[config.mk]
export PLATFORM = sky130hd
export DESIGN_NAME = fx_slave_port
export DESIGN_NICKNAME = d
export VERILOG_FILES = /design/src/rtl/fx_pkg.sv /design/src/rtl/fx_sfifo.sv /design/src/rtl/fx_slave_port.sv
export SDC_FILE = /design/constraint.sdc
export NUM_CORES = 1
export LEC_CHECK = 0
export CAP_MARGIN = 30
export CORE_AREA = 4 4 199 201
export DETAILED_ROUTE_END_ITERATION = 7
export DIE_AREA = 0 0 203 205
export GPL_TIMING_DRIVEN = 0
export PLACE_DENSITY = 0.54
export SYNTH_ARGS = -nofsm -noshare
export SYNTH_HDL_FRONTEND = slang
export SYNTH_SLANG_ARGS = --single-unit
[constraint.sdc]
create_clock -name clk_sys -period 2.8 [get_ports clk_sys]
set_input_delay 0.56 -clock clk_sys [delete_from_list [all_inputs] [get_ports clk_sys]]
set_output_delay 0.56 -clock clk_sys [all_outputs]
set_load 0.01 [all_outputs]
[src/rtl/fx_pkg.sv]
// fx bus slave shared definitions.
// Field widths, register offsets and STAT/CTRL bit positions.
package fx_pkg;

  localparam int ADDR_W = 22;
  localparam int PAGE_W = 6;
  localparam int OFS_W  = 8;

  localparam logic [OFS_W-1:0] OFS_ID     = 8'h00;
  localparam logic [OFS_W-1:0] OFS_CTRL   = 8'h01;
  localparam logic [OFS_W-1:0] OFS_CFG0   = 8'h02;
  localparam logic [OFS_W-1:0] OFS_CFG1   = 8'h03;
  localparam logic [OFS_W-1:0] OFS_CFG2   = 8'h04;
  localparam logic [OFS_W-1:0] OFS_CFG3   = 8'h05;
  localparam logic [OFS_W-1:0] OFS_STAT   = 8'h06;
  localparam logic [OFS_W-1:0] OFS_SCLR   = 8'h07;
  localparam logic [OFS_W-1:0] OFS_LEVEL  = 8'h08;
  localparam logic [OFS_W-1:0] OFS_FIFO   = 8'h09;
  localparam logic [OFS_W-1:0] OFS_CNT_LO = 8'h0A;
  localparam logic [OFS_W-1:0] OFS_CNT_HI = 8'h0B;

  localparam int STAT_EMPTY = 0;
  localparam int STAT_FULL  = 1;
  localparam int STAT_OVF   = 2;

  localparam int CTRL_EN  = 0;
  localparam int CTRL_CLR = 1;

endpackage

[src/rtl/fx_sfifo.sv]
// Synchronous FIFO with sticky overflow flag.
// Pop on empty is ignored; push on full is accepted only alongside a pop.
module fx_sfifo #(
  parameter int W  = 8,
  parameter int AW = 4
) (
  input  logic          clk,
  input  logic          rst,
  input  logic          push,
  input  logic          pop,
  input  logic          clr,
  input  logic          ovf_clr,
  input  logic [W-1:0]  din,
  output logic [W-1:0]  dout,
  output logic          full,
  output logic          empty,
  output logic [AW:0]   level,
  output logic          ovf
);

  localparam logic [AW:0] DEPTH = (AW+1)'(1 << AW);

  logic [W-1:0]  mem [2**AW];
  logic [AW-1:0] wptr;
  logic [AW-1:0] rptr;
  logic          do_pop;
  logic          do_push;

  assign empty   = (level == '0);
  assign full    = (level == DEPTH);
  assign dout    = empty ? '0 : mem[rptr];
  assign do_pop  = pop && !empty;
  assign do_push = push && (!full || do_pop);

  always_ff @(posedge clk) begin
    if (do_push && !clr)
      mem[wptr] <= din;
  end

  always_ff @(posedge clk or posedge rst) begin
    if (rst) begin
      wptr  <= '0;
      rptr  <= '0;
      level <= '0;
    end else if (clr) begin
      wptr  <= '0;
      rptr  <= '0;
      level <= '0;
    end else begin
      if (do_push)
        wptr <= wptr + 1'b1;
      if (do_pop)
        rptr <= rptr + 1'b1;
      if (do_push && !do_pop)
        level <= level + 1'b1;
      else if (do_pop && !do_push)
        level <= level - 1'b1;
    end
  end

  // a new overflow wins over a same-cycle clear so no event is lost
  always_ff @(posedge clk or posedge rst) begin
    if (rst)
      ovf <= 1'b0;
    else if (push && full && !do_pop && !clr)
      ovf <= 1'b1;
    else if (ovf_clr)
      ovf <= 1'b0;
  end

endmodule

[src/rtl/fx_slave_port.sv]
// fx bus slave endpoint: decode, register bank,
// event counter, push FIFO and registered read mux.
module fx_slave_port
  import fx_pkg::*;
#(
  parameter logic [5:0] DEV_PAGE = 6'h02,
  parameter logic [7:0] VERSION  = 8'h10,
  parameter int         FIFO_AW  = 4
) (
  input  logic              clk_sys,
  input  logic              rst,
  input  logic              fx_wr,
  input  logic [ADDR_W-1:0] fx_waddr,
  input  logic [7:0]        fx_data,
  input  logic              fx_rd,
  input  logic [ADDR_W-1:0] fx_raddr,
  output logic [7:0]        fx_q,
  output logic [31:0]       cfg,
  output logic              en,
  input  logic              ev_valid,
  input  logic [7:0]        ev_data,
  input  logic              evt_pulse
);

  logic              wr_hit;
  logic              rd_hit;
  logic [OFS_W-1:0]  wofs;
  logic [OFS_W-1:0]  rofs;
  logic [15:0]       cnt;
  logic [7:0]        snap;
  logic [7:0]        rdata;
  logic              f_pop;
  logic              f_clr;
  logic              f_oclr;
  logic [7:0]        f_dout;
  logic              f_full;
  logic              f_empty;
  logic              f_ovf;
  logic [FIFO_AW:0]  f_level;

  assign wofs   = fx_waddr[OFS_W-1:0];
  assign rofs   = fx_raddr[OFS_W-1:0];
  assign wr_hit = fx_wr && fx_waddr[21:16] == DEV_PAGE
               && fx_waddr[15:8] == 8'h00;
  assign rd_hit = fx_rd && fx_raddr[21:16] == DEV_PAGE
               && fx_raddr[15:8] == 8'h00;

  assign f_pop  = rd_hit && rofs == OFS_FIFO;
  assign f_clr  = wr_hit && wofs == OFS_CTRL
               && fx_data[CTRL_CLR];
  assign f_oclr = wr_hit && wofs == OFS_SCLR
               && fx_data[0];

  fx_sfifo #(
    .W  (8),
    .AW (FIFO_AW)
  ) u_fifo (
    .clk     (clk_sys),
    .rst     (rst),
    .push    (ev_valid && en),
    .pop     (f_pop),
    .clr     (f_clr),
    .ovf_clr (f_oclr),
    .din     (ev_data),
    .dout    (f_dout),
    .full    (f_full),
    .empty   (f_empty),
    .level   (f_level),
    .ovf     (f_ovf)
  );

  always_comb begin
    rdata = 8'h00;
    unique case (1'b1)
      rofs == OFS_ID:     rdata = VERSION;
      rofs == OFS_CTRL:   rdata = {7'b0, en};
      rofs == OFS_CFG0:   rdata = cfg[7:0];
      rofs == OFS_CFG1:   rdata = cfg[15:8];
      rofs == OFS_CFG2:   rdata = cfg[23:16];
      rofs == OFS_CFG3:   rdata = cfg[31:24];
      rofs == OFS_STAT:   rdata = {5'b0, f_ovf,
                                   f_full, f_empty};
      rofs == OFS_LEVEL:  rdata = 8'(f_level);
      rofs == OFS_FIFO:   rdata = f_dout;
      rofs == OFS_CNT_LO: rdata = cnt[7:0];
      rofs == OFS_CNT_HI: rdata = snap;
      default:            rdata = 8'h00;
    endcase
  end

  always_ff @(posedge clk_sys or posedge rst) begin
    if (rst) begin
      fx_q <= 8'h00;
      snap <= 8'h00;
    end else if (fx_rd) begin
      fx_q <= rd_hit ? rdata : 8'h00;
      if (rd_hit && rofs == OFS_CNT_LO)
        snap <= cnt[15:8];
    end
  end

  always_ff @(posedge clk_sys or posedge rst) begin
    if (rst) begin
      en  <= 1'b0;
      cfg <= 32'h0;
    end else if (wr_hit) begin
      unique case (1'b1)
        wofs == OFS_CTRL: en          <= fx_data[CTRL_EN];
        wofs == OFS_CFG0: cfg[7:0]    <= fx_data;
        wofs == OFS_CFG1: cfg[15:8]   <= fx_data;
        wofs == OFS_CFG2: cfg[23:16]  <= fx_data;
        wofs == OFS_CFG3: cfg[31:24]  <= fx_data;
        default: ;
      endcase
    end
  end

  always_ff @(posedge clk_sys or posedge rst) begin
    if (rst)
      cnt <= 16'h0;
    else if (evt_pulse && en)
      cnt <= cnt + 16'h1;
  end

endmodule

# == Word level (Yosys, flattened, before mapping) ==
# Memory sizes are Yosys's and may differ from the RTL's.
# Index checks and enable logic that the tools add are counted.
# op_classes
add_sub_neg,5
eq_ne,19
n_mux,14
n_reduce_logical,40
# ops
op,count
8-bit case mux with 11 select lines,1
"8-bit by 3-bit equality test with 1-bit output, second input constant",6
"8-bit by 2-bit equality test with 1-bit output, second input constant",4
"8-bit by 4-bit equality test with 1-bit output, second input constant",4
8-bit zero test,3
1-bit logical AND,20
"16-bit by 1-bit adder with 16-bit output, second input constant",1
"8-bit by 1-bit equality test with 1-bit output, second input constant",2
4-bit two-way mux,4
8-bit two-way mux,2
5-bit two-way mux,3
"6-bit by 2-bit equality test with 1-bit output, second input constant",2
2-bit AND reduction,6
"4-bit by 1-bit adder with 4-bit output, second input constant",2
2-bit nonzero test,3
"5-bit by 1-bit adder with 5-bit output, second input constant",1
"5-bit equality test, second input constant",1
1-bit zero test,5
5-bit zero test,1
"5-bit by 1-bit subtractor with 5-bit output, second input constant",1
1-bit two-way mux,4
3-bit nonzero test,1
1-bit logical OR,1
# totals
regBits,79
ram_bits,128
in_bits,66
output_inout_bits,41
elab_cells,91
n_memories,1
# memory_table
memory,words,word_bits,rd,rd_ports_with_merged_regs,wr,line,rtl
u_fifo.mem,16,8,1,0,1,fx_sfifo.sv:23,logic [W-1:0] mem [2**AW];

# == Longest topological paths before layout ==
# depth
ltp_word,12
mapped_depth,10
mapped_depth_nobuf,9

# == Hierarchy ==
# Synthesis repeated with hierarchy kept, for this count alone.
# hier_totals
hier_cells,608
area_unflattened_um2,9302.7
# by_module_without_submodules
mod,n_inst,cells_each,area_each_um2,seq_area_each_um2
fx_sfifo,1,318,5943.2,4194.0
fx_slave_port,1,290,3359.5,1626.6

# == Worst setup path after synthesis ==
# No wires, ideal clock.
# synth_timing
path_type,in2reg
start,in fx_raddr[1]
end,mem u_fifo.mem[0][0] (enable)
setup_ps,398
t_arrival_ps,2593
t_required_ps,2402
path_slack_ps,-191
path_stages,6
path_buffers,1
path_cell_list,clkbuf_1 -> and4bb_2 -> o211a_4 -> a21o_1 -> nand3_2 -> nor4b_1
# synth_between
elab_chain_cells,8
# synth_rtl
element,line,rtl
"start, declared",fx_slave_port.sv:16,"input logic [ADDR_W-1:0] fx_raddr,"
8-bit by 4-bit equality test with 1-bit output,fx_slave_port.sv:48,assign f_pop = rd_hit && rofs == OFS_FIFO;
1-bit logical AND,fx_slave_port.sv:48,
1-bit logical AND,fx_sfifo.sv:32,assign do_pop = pop && !empty;
1-bit logical OR,fx_sfifo.sv:33,assign do_push = push && (!full || do_pop);
1-bit logical AND,fx_sfifo.sv:33,
1-bit logical AND,fx_sfifo.sv:36,if (do_push && !clr)
1-bit two-way mux,fx_sfifo.sv:36,
1-bit two-way mux (implied by the code),fx_sfifo.sv:37,mem[wptr] <= din;
"end, declared",fx_sfifo.sv:23,
# Every way passes these cells.

# == Worst setup path after layout ==
# layout_timing
start,in fx_rd
end,reg u_fifo.level[4]
# layout_between
elab_chain_cells,9
word_cells_on_any_way,13
cone_classes,mux: 2; reduce/logical: 11
# layout_rtl
element,line,rtl
"start, declared",fx_slave_port.sv:15,"input logic fx_rd,"
1-bit logical AND *,fx_slave_port.sv:45,assign rd_hit = fx_rd && fx_raddr[21:16] == DEV_PAGE
1-bit logical AND *,fx_slave_port.sv:46,&& fx_raddr[15:8] == 8'h00;
1-bit logical AND *,fx_slave_port.sv:48,
1-bit logical AND *,fx_sfifo.sv:32,
1-bit logical OR,fx_sfifo.sv:33,
1-bit logical AND,fx_sfifo.sv:33,
1-bit logical AND or 1-bit zero test (tied branches),"fx_sfifo.sv:54, fx_sfifo.sv:56",
5-bit two-way mux or 1-bit logical AND (tied branches),"fx_sfifo.sv:54, fx_sfifo.sv:56",
5-bit two-way mux or 3-bit nonzero test (tied branches),n/a,
"end signal, assigned",fx_sfifo.sv:55,level <= level + 1'b1;
"end signal, assigned",fx_sfifo.sv:57,level <= level - 1'b1;
"end, declared",fx_sfifo.sv:17,"output logic [AW:0] level,"
# Mark *: on every way between the ends. The rest lies on a longest branch, timed or not.
# A chain may end at the register's enable or synchronous reset.

==> impl_results.html <==
<table>
<tr><th>Metric</th><th>Value</th></tr>
<tr><th colspan="2">GRT</th></tr>
<tr><td>M3 GR Usage</td><td>0.0309</td></tr>
<tr><td>Initial antenna violation count</td><td>1</td></tr>
<tr><td>Pin count of the biggest net entering global routing</td><td>68</td></tr>
<tr><td>Number of global-route vias before repair</td><td>6,147</td></tr>
<tr><td>GRT met1 Usage</td><td>0.164</td></tr>
<tr><td>Global-route total usage across every layer</td><td>0.117</td></tr>
<tr><td>Met2 global-route usage</td><td>0.185</td></tr>
<tr><td>Wire length of the first global-routing pass</td><td>37.8 mm</td></tr>
<tr><td>Top Usage Layer GRT</td><td>met2</td></tr>
<tr><td>Total gr overflow</td><td>0</td></tr>
<tr><th colspan="2">Floorplanning</th></tr>
<tr><td>Die Wd</td><td>203 um</td></tr>
<tr><td>Die boundary height</td><td>205 um</td></tr>
<tr><td>I/O pins</td><td>107</td></tr>
<tr><td>Core outline area</td><td>0.0376 sq mm</td></tr>
<tr><td>Effective utilization at floorplan</td><td>0.248</td></tr>
<tr><td>Row count</td><td>71</td></tr>
<tr><td>Total Die Area</td><td>0.0416 sq mm</td></tr>
<tr><th colspan="2">Logic synthesis</th></tr>
<tr><td>Post-synth top flop</td><td>sky130_fd_sc_hd__edfxtp_1</td></tr>
<tr><td>Ranking of synthesized cells by area</td><td>sky130_fd_sc_hd__edfxtp_1 (41%), sky130_fd_sc_hd__dfrtp_1 (21%), sky130_fd_sc_hd__mux2_2 (6.8%), sky130_fd_sc_hd__mux4_2 (6.5%), sky130_fd_sc_hd__mux2i_1 (2.9%)</td></tr>
<tr><td>Sequential area share after synthesis</td><td>0.624</td></tr>
<tr><td>Synth top area share</td><td>0.412</td></tr>
<tr><td>Post-synth ARST share</td><td>0.382</td></tr>
<tr><td>Synthesized netlist net count</td><td>695</td></tr>
<tr><td>Synthesis Warnings</td><td>0</td></tr>
<tr><td>Netlist area before placement</td><td>0.00934 sq mm</td></tr>
<tr><td>Number of storage elements in the synthesis netlist</td><td>207</td></tr>
<tr><td>Syn_area_per_cell</td><td>15.1 sq um</td></tr>
<tr><td>Unique cell type count in the Yosys netlist</td><td>74</td></tr>
<tr><td>Cell taking the most area after synthesis</td><td>sky130_fd_sc_hd__edfxtp_1</td></tr>
<tr><td>Post-Synthesis Cells</td><td>619</td></tr>
<tr><td>Number of enable-type register cells in the synthesized netlist</td><td>128</td></tr>
<tr><th colspan="2">Setup path</th></tr>
<tr><td>Reg2reg setup slack</td><td>-0.08 ns</td></tr>
<tr><td>Endpoint kind of the worst setup timing path</td><td>flop</td></tr>
<tr><td>CP required</td><td>3.21 ns</td></tr>
<tr><td>Worst R2R Start</td><td>u_fifo.level[0]$_DFFE_PP0P_</td></tr>
<tr><td>Register-to-Register Path Depth</td><td>10</td></tr>
<tr><td>Maximum fanout along the worst path</td><td>3</td></tr>
<tr><td>First element of the critical path</td><td>fx_rd</td></tr>
<tr><td>Crit path launch type</td><td>input port</td></tr>
<tr><td>R2r endpoint</td><td>u_fifo.level[4]$_DFFE_PP0P_</td></tr>
<tr><td>Setup Crit Path Kind</td><td>in2reg</td></tr>
<tr><td>Worst EP arrival</td><td>3.31 ns</td></tr>
<tr><td>CP endpoint</td><td>u_fifo.level[4]$_DFFE_PP0P_</td></tr>
<tr><th colspan="2">STA</th></tr>
<tr><td>Part of the cycle the worst path needs</td><td>1.03</td></tr>
<tr><td>Final Slew Violations</td><td>0</td></tr>
<tr><td>Final hold violations</td><td>0</td></tr>
<tr><td>Setup violations, final</td><td>1</td></tr>
<tr><td>Worst clock skew</td><td>0.0239 ns</td></tr>
<tr><td>Setup repair after global routing missed its margin</td><td>yes</td></tr>
<tr><td>Max-slew headroom</td><td>0.448</td></tr>
<tr><td>F_max</td><td>346 MHz</td></tr>
<tr><td>Minimum clock period after layout</td><td>2.89 ns</td></tr>
<tr><td>Transition time at the pin with the least slew margin</td><td>0.828 ns</td></tr>
<tr><td>Post-route setup slack</td><td>-0.0934 ns</td></tr>
<tr><th colspan="2">Run status</th></tr>
<tr><td>Result of the run</td><td>finished, violations left</td></tr>
<tr><td>Failing checks</td><td>setup timing</td></tr>
<tr><th colspan="2">CTS</th></tr>
<tr><td>Clock sinks</td><td>207</td></tr>
<tr><td>Num CTS Buffers</td><td>22</td></tr>
<tr><td>Clock latency reported for the late side of the worst-skew pair</td><td>0.51 ns</td></tr>
<tr><td>TritonCTS clock tree</td><td>built</td></tr>
<tr><td>Number of H-tree branching levels</td><td>1</td></tr>
<tr><td>Largest buffer count on any clock path</td><td>3</td></tr>
<tr><td>Clock Tree Root</td><td>sky130_fd_sc_hd__clkbuf_16</td></tr>
<tr><td>Clock edge transition at the registers on the reported setup and hold paths</td><td>0.06 ns</td></tr>
<tr><th colspan="2">Cells and area</th></tr>
<tr><td>Number of nets in the finished design</td><td>854</td></tr>
<tr><td>Proportion of layout cells with a drive suffix above 1</td><td>0.260</td></tr>
<tr><td>Final standard cell utilization of the core</td><td>0.326</td></tr>
<tr><td>Fillcell total</td><td>3,718</td></tr>
<tr><td>Layout Area Growth over Synthesis</td><td>31.1%</td></tr>
<tr><td>Commonest cells after routing, fill and taps aside</td><td>sky130_fd_sc_hd__edfxtp_1 (128), sky130_fd_sc_hd__clkdlybuf4s50_1 (104), sky130_fd_sc_hd__dfrtp_1 (77)</td></tr>
<tr><td>Final Instance Count excl. Fillers</td><td>1,304</td></tr>
<tr><td>Commonest non-fill, non-tap cell in the layout</td><td>sky130_fd_sc_hd__edfxtp_1</td></tr>
<tr><td>Number of antenna repair diodes</td><td>0</td></tr>
<tr><th colspan="2">Detailed routing</th></tr>
<tr><td>Starting DRC count in detailed routing</td><td>333</td></tr>
<tr><td>Total routed wirelength</td><td>24.9 mm</td></tr>
<tr><td>Count of vias placed by the detailed router</td><td>6,047</td></tr>
<tr><td>Via density per instance</td><td>4.64</td></tr>
<tr><td>Residual antenna-violating net count after detailed routing</td><td>0</td></tr>
<tr><td>First-pass DRT Iterations</td><td>5</td></tr>
<tr><td>Routed length per placed instance</td><td>19.1 um</td></tr>
<tr><td>DRC violation count after routing</td><td>0</td></tr>
<tr><th colspan="2">Placement</th></tr>
<tr><td>PortBufs</td><td>104</td></tr>
<tr><td>Number of instances in the placed design</td><td>1,244</td></tr>
<tr><td>Dpl hpwl</td><td>18.0 mm</td></tr>
<tr><td>Routability Congestion</td><td>0.805</td></tr>
<tr><th colspan="2">Power and ir drop</th></tr>
<tr><td>Cell area power density</td><td>510 mW/mm^2</td></tr>
<tr><td>Leakage</td><td>4.36 nW</td></tr>
<tr><td>IR drop worst, VDD</td><td>412 uV</td></tr>
<tr><th colspan="2">Run</th></tr>
<tr><td>Maximum capacitance violations</td><td>0</td></tr>
<tr><th colspan="2">Worst hold path</th></tr>
<tr><td>Worst hold path class</td><td>in2async</td></tr>
</table>
repair_timing:
| action | in CTS | in global routing |
|---|---|---|
| hold buffers | 0 | 0 |
| buffers inserted | 16 | 5 |
| resized for setup | 32 | 8 |
| pin swaps | 17 | 7 |
| endpoints found under the setup margin | 129 | 104 |
metal layers:
| metal | wire length [um] | vias up |
|---|---|---|
| li1 | - | 2757 |
| met3 | 1990 | 32 |
| met4 | 396 | 2 |
| met1 | 11300 | 3047 |
| met5 | 13 | - |
| met2 | 11100 | 209 |
per-stage QoR:
stage / setup slack [ns] / hold WS [ns] / area, sq um / setup TNS (ns) / power, W
floorplan: -0.191 / 0.440 / 9340 / -7.02 / 0.00337
global placement: -1.96 / 0.463 / 11000 / -286.80 / 0.00352
detailed placement: -1.21 / 0.468 / 11200 / -128.35 / 0.00352
CTS: -0.137 / 0.324 / 12200 / -0.137 / 0.00631
global route: -0.175 / 0.339 / 12200 / -0.175 / 0.00645
finish: -0.0934 / 0.332 / 12200 / -0.0934 / 0.00624
cells in the mapped netlist, drive strengths merged (11+ instances only):
library cell and count:
dfrtp 79, o21ai 11, nand2 30, nor3b 11, inv 12, mux2i 27
xnor2 13, mux4 27, nor3 13, edfxtp 128, mux2 56, nand3 22
buf 15, a21oi 15, nor2 27, clkbuf 14
cell type report:
cell class | count | area (sq um) | share of cell area
flip-flops and latches | 207 | 5820 | 0.476
repair buffers | 135 | 1340 | 0.110
clock buffers | 28 | 593 | 0.0485
clock inverters | 11 | 93.8 | 0.00767
inverters | 12 | 47.5 | 0.00389
well taps | 511 | 639 | 0.0523
multi-input cells | 371 | 3550 | 0.290
plain buffers | 29 | 149 | 0.0122
logic make-up (layout without fill, tap and decap cells):
kind of cell	after synthesis	count (layout)	share of synthesized area
buf+inv	41	215	0.0201
compound gates	81	81	0.0672
flops	207	207	0.624
xor+xnor	20	20	0.0188
fa+ha+maj	10	10	0.0142
simple gates	150	150	0.0946
mux	110	110	0.162
power by group:
group / switching (W) / leakage [nW] / internal, W / total (W)
sequential: 0.00000000762 / 2.25 / 0.00325 / 0.00325
clock: 0.00118 / 0.342 / 0.00160 / 0.00277
combinational: 0.000112 / 1.77 / 0.000104 / 0.000216
total: 0.00129 / 4.36 / 0.00495 / 0.00624
registers in the layout (all words and copies together), names as in the netlist:
register      count
u_fifo.level      5
u_fifo.rptr       4
cnt              16
en                1
fx_q              8
cfg              32
u_fifo.mem      128
snap              8
u_fifo.ovf        1
u_fifo.wptr       4
critical path, cell delays in order:
cell,delay [ns]
sky130_fd_sc_hd__clkdlybuf4s50_1,0.59
sky130_fd_sc_hd__nor4b_4,0.25
sky130_fd_sc_hd__nand4_1,0.12
sky130_fd_sc_hd__buf_4,0.18
sky130_fd_sc_hd__o211ai_4,0.28
sky130_fd_sc_hd__ha_4,0.26
sky130_fd_sc_hd__a21o_1,0.17
sky130_fd_sc_hd__a21o_1,0.17
sky130_fd_sc_hd__or4_4,0.42
sky130_fd_sc_hd__and3_4,0.16
sky130_fd_sc_hd__nor3_2,0.13
worst min-delay path by stage:
stage          slack (ns)           startpoint                   to  cells past startpoint
2_1_floorplan        0.44  cnt[15]$_DFFE_PP0P_  cnt[15]$_DFFE_PP0P_                      1
3_3_place_gp         0.46  cnt[15]$_DFFE_PP0P_  cnt[15]$_DFFE_PP0P_                      1
3_5_place_dp         0.47  cnt[15]$_DFFE_PP0P_  cnt[15]$_DFFE_PP0P_                      1
4_1_cts              0.32                  rst   cfg[7]$_DFFE_PP0P_                      2
5_1_grt              0.34                  rst   cfg[7]$_DFFE_PP0P_                      2
6_report             0.33                  rst   cfg[7]$_DFFE_PP0P_                      2
No activity file was read; power rests on OpenSTA's default activity.
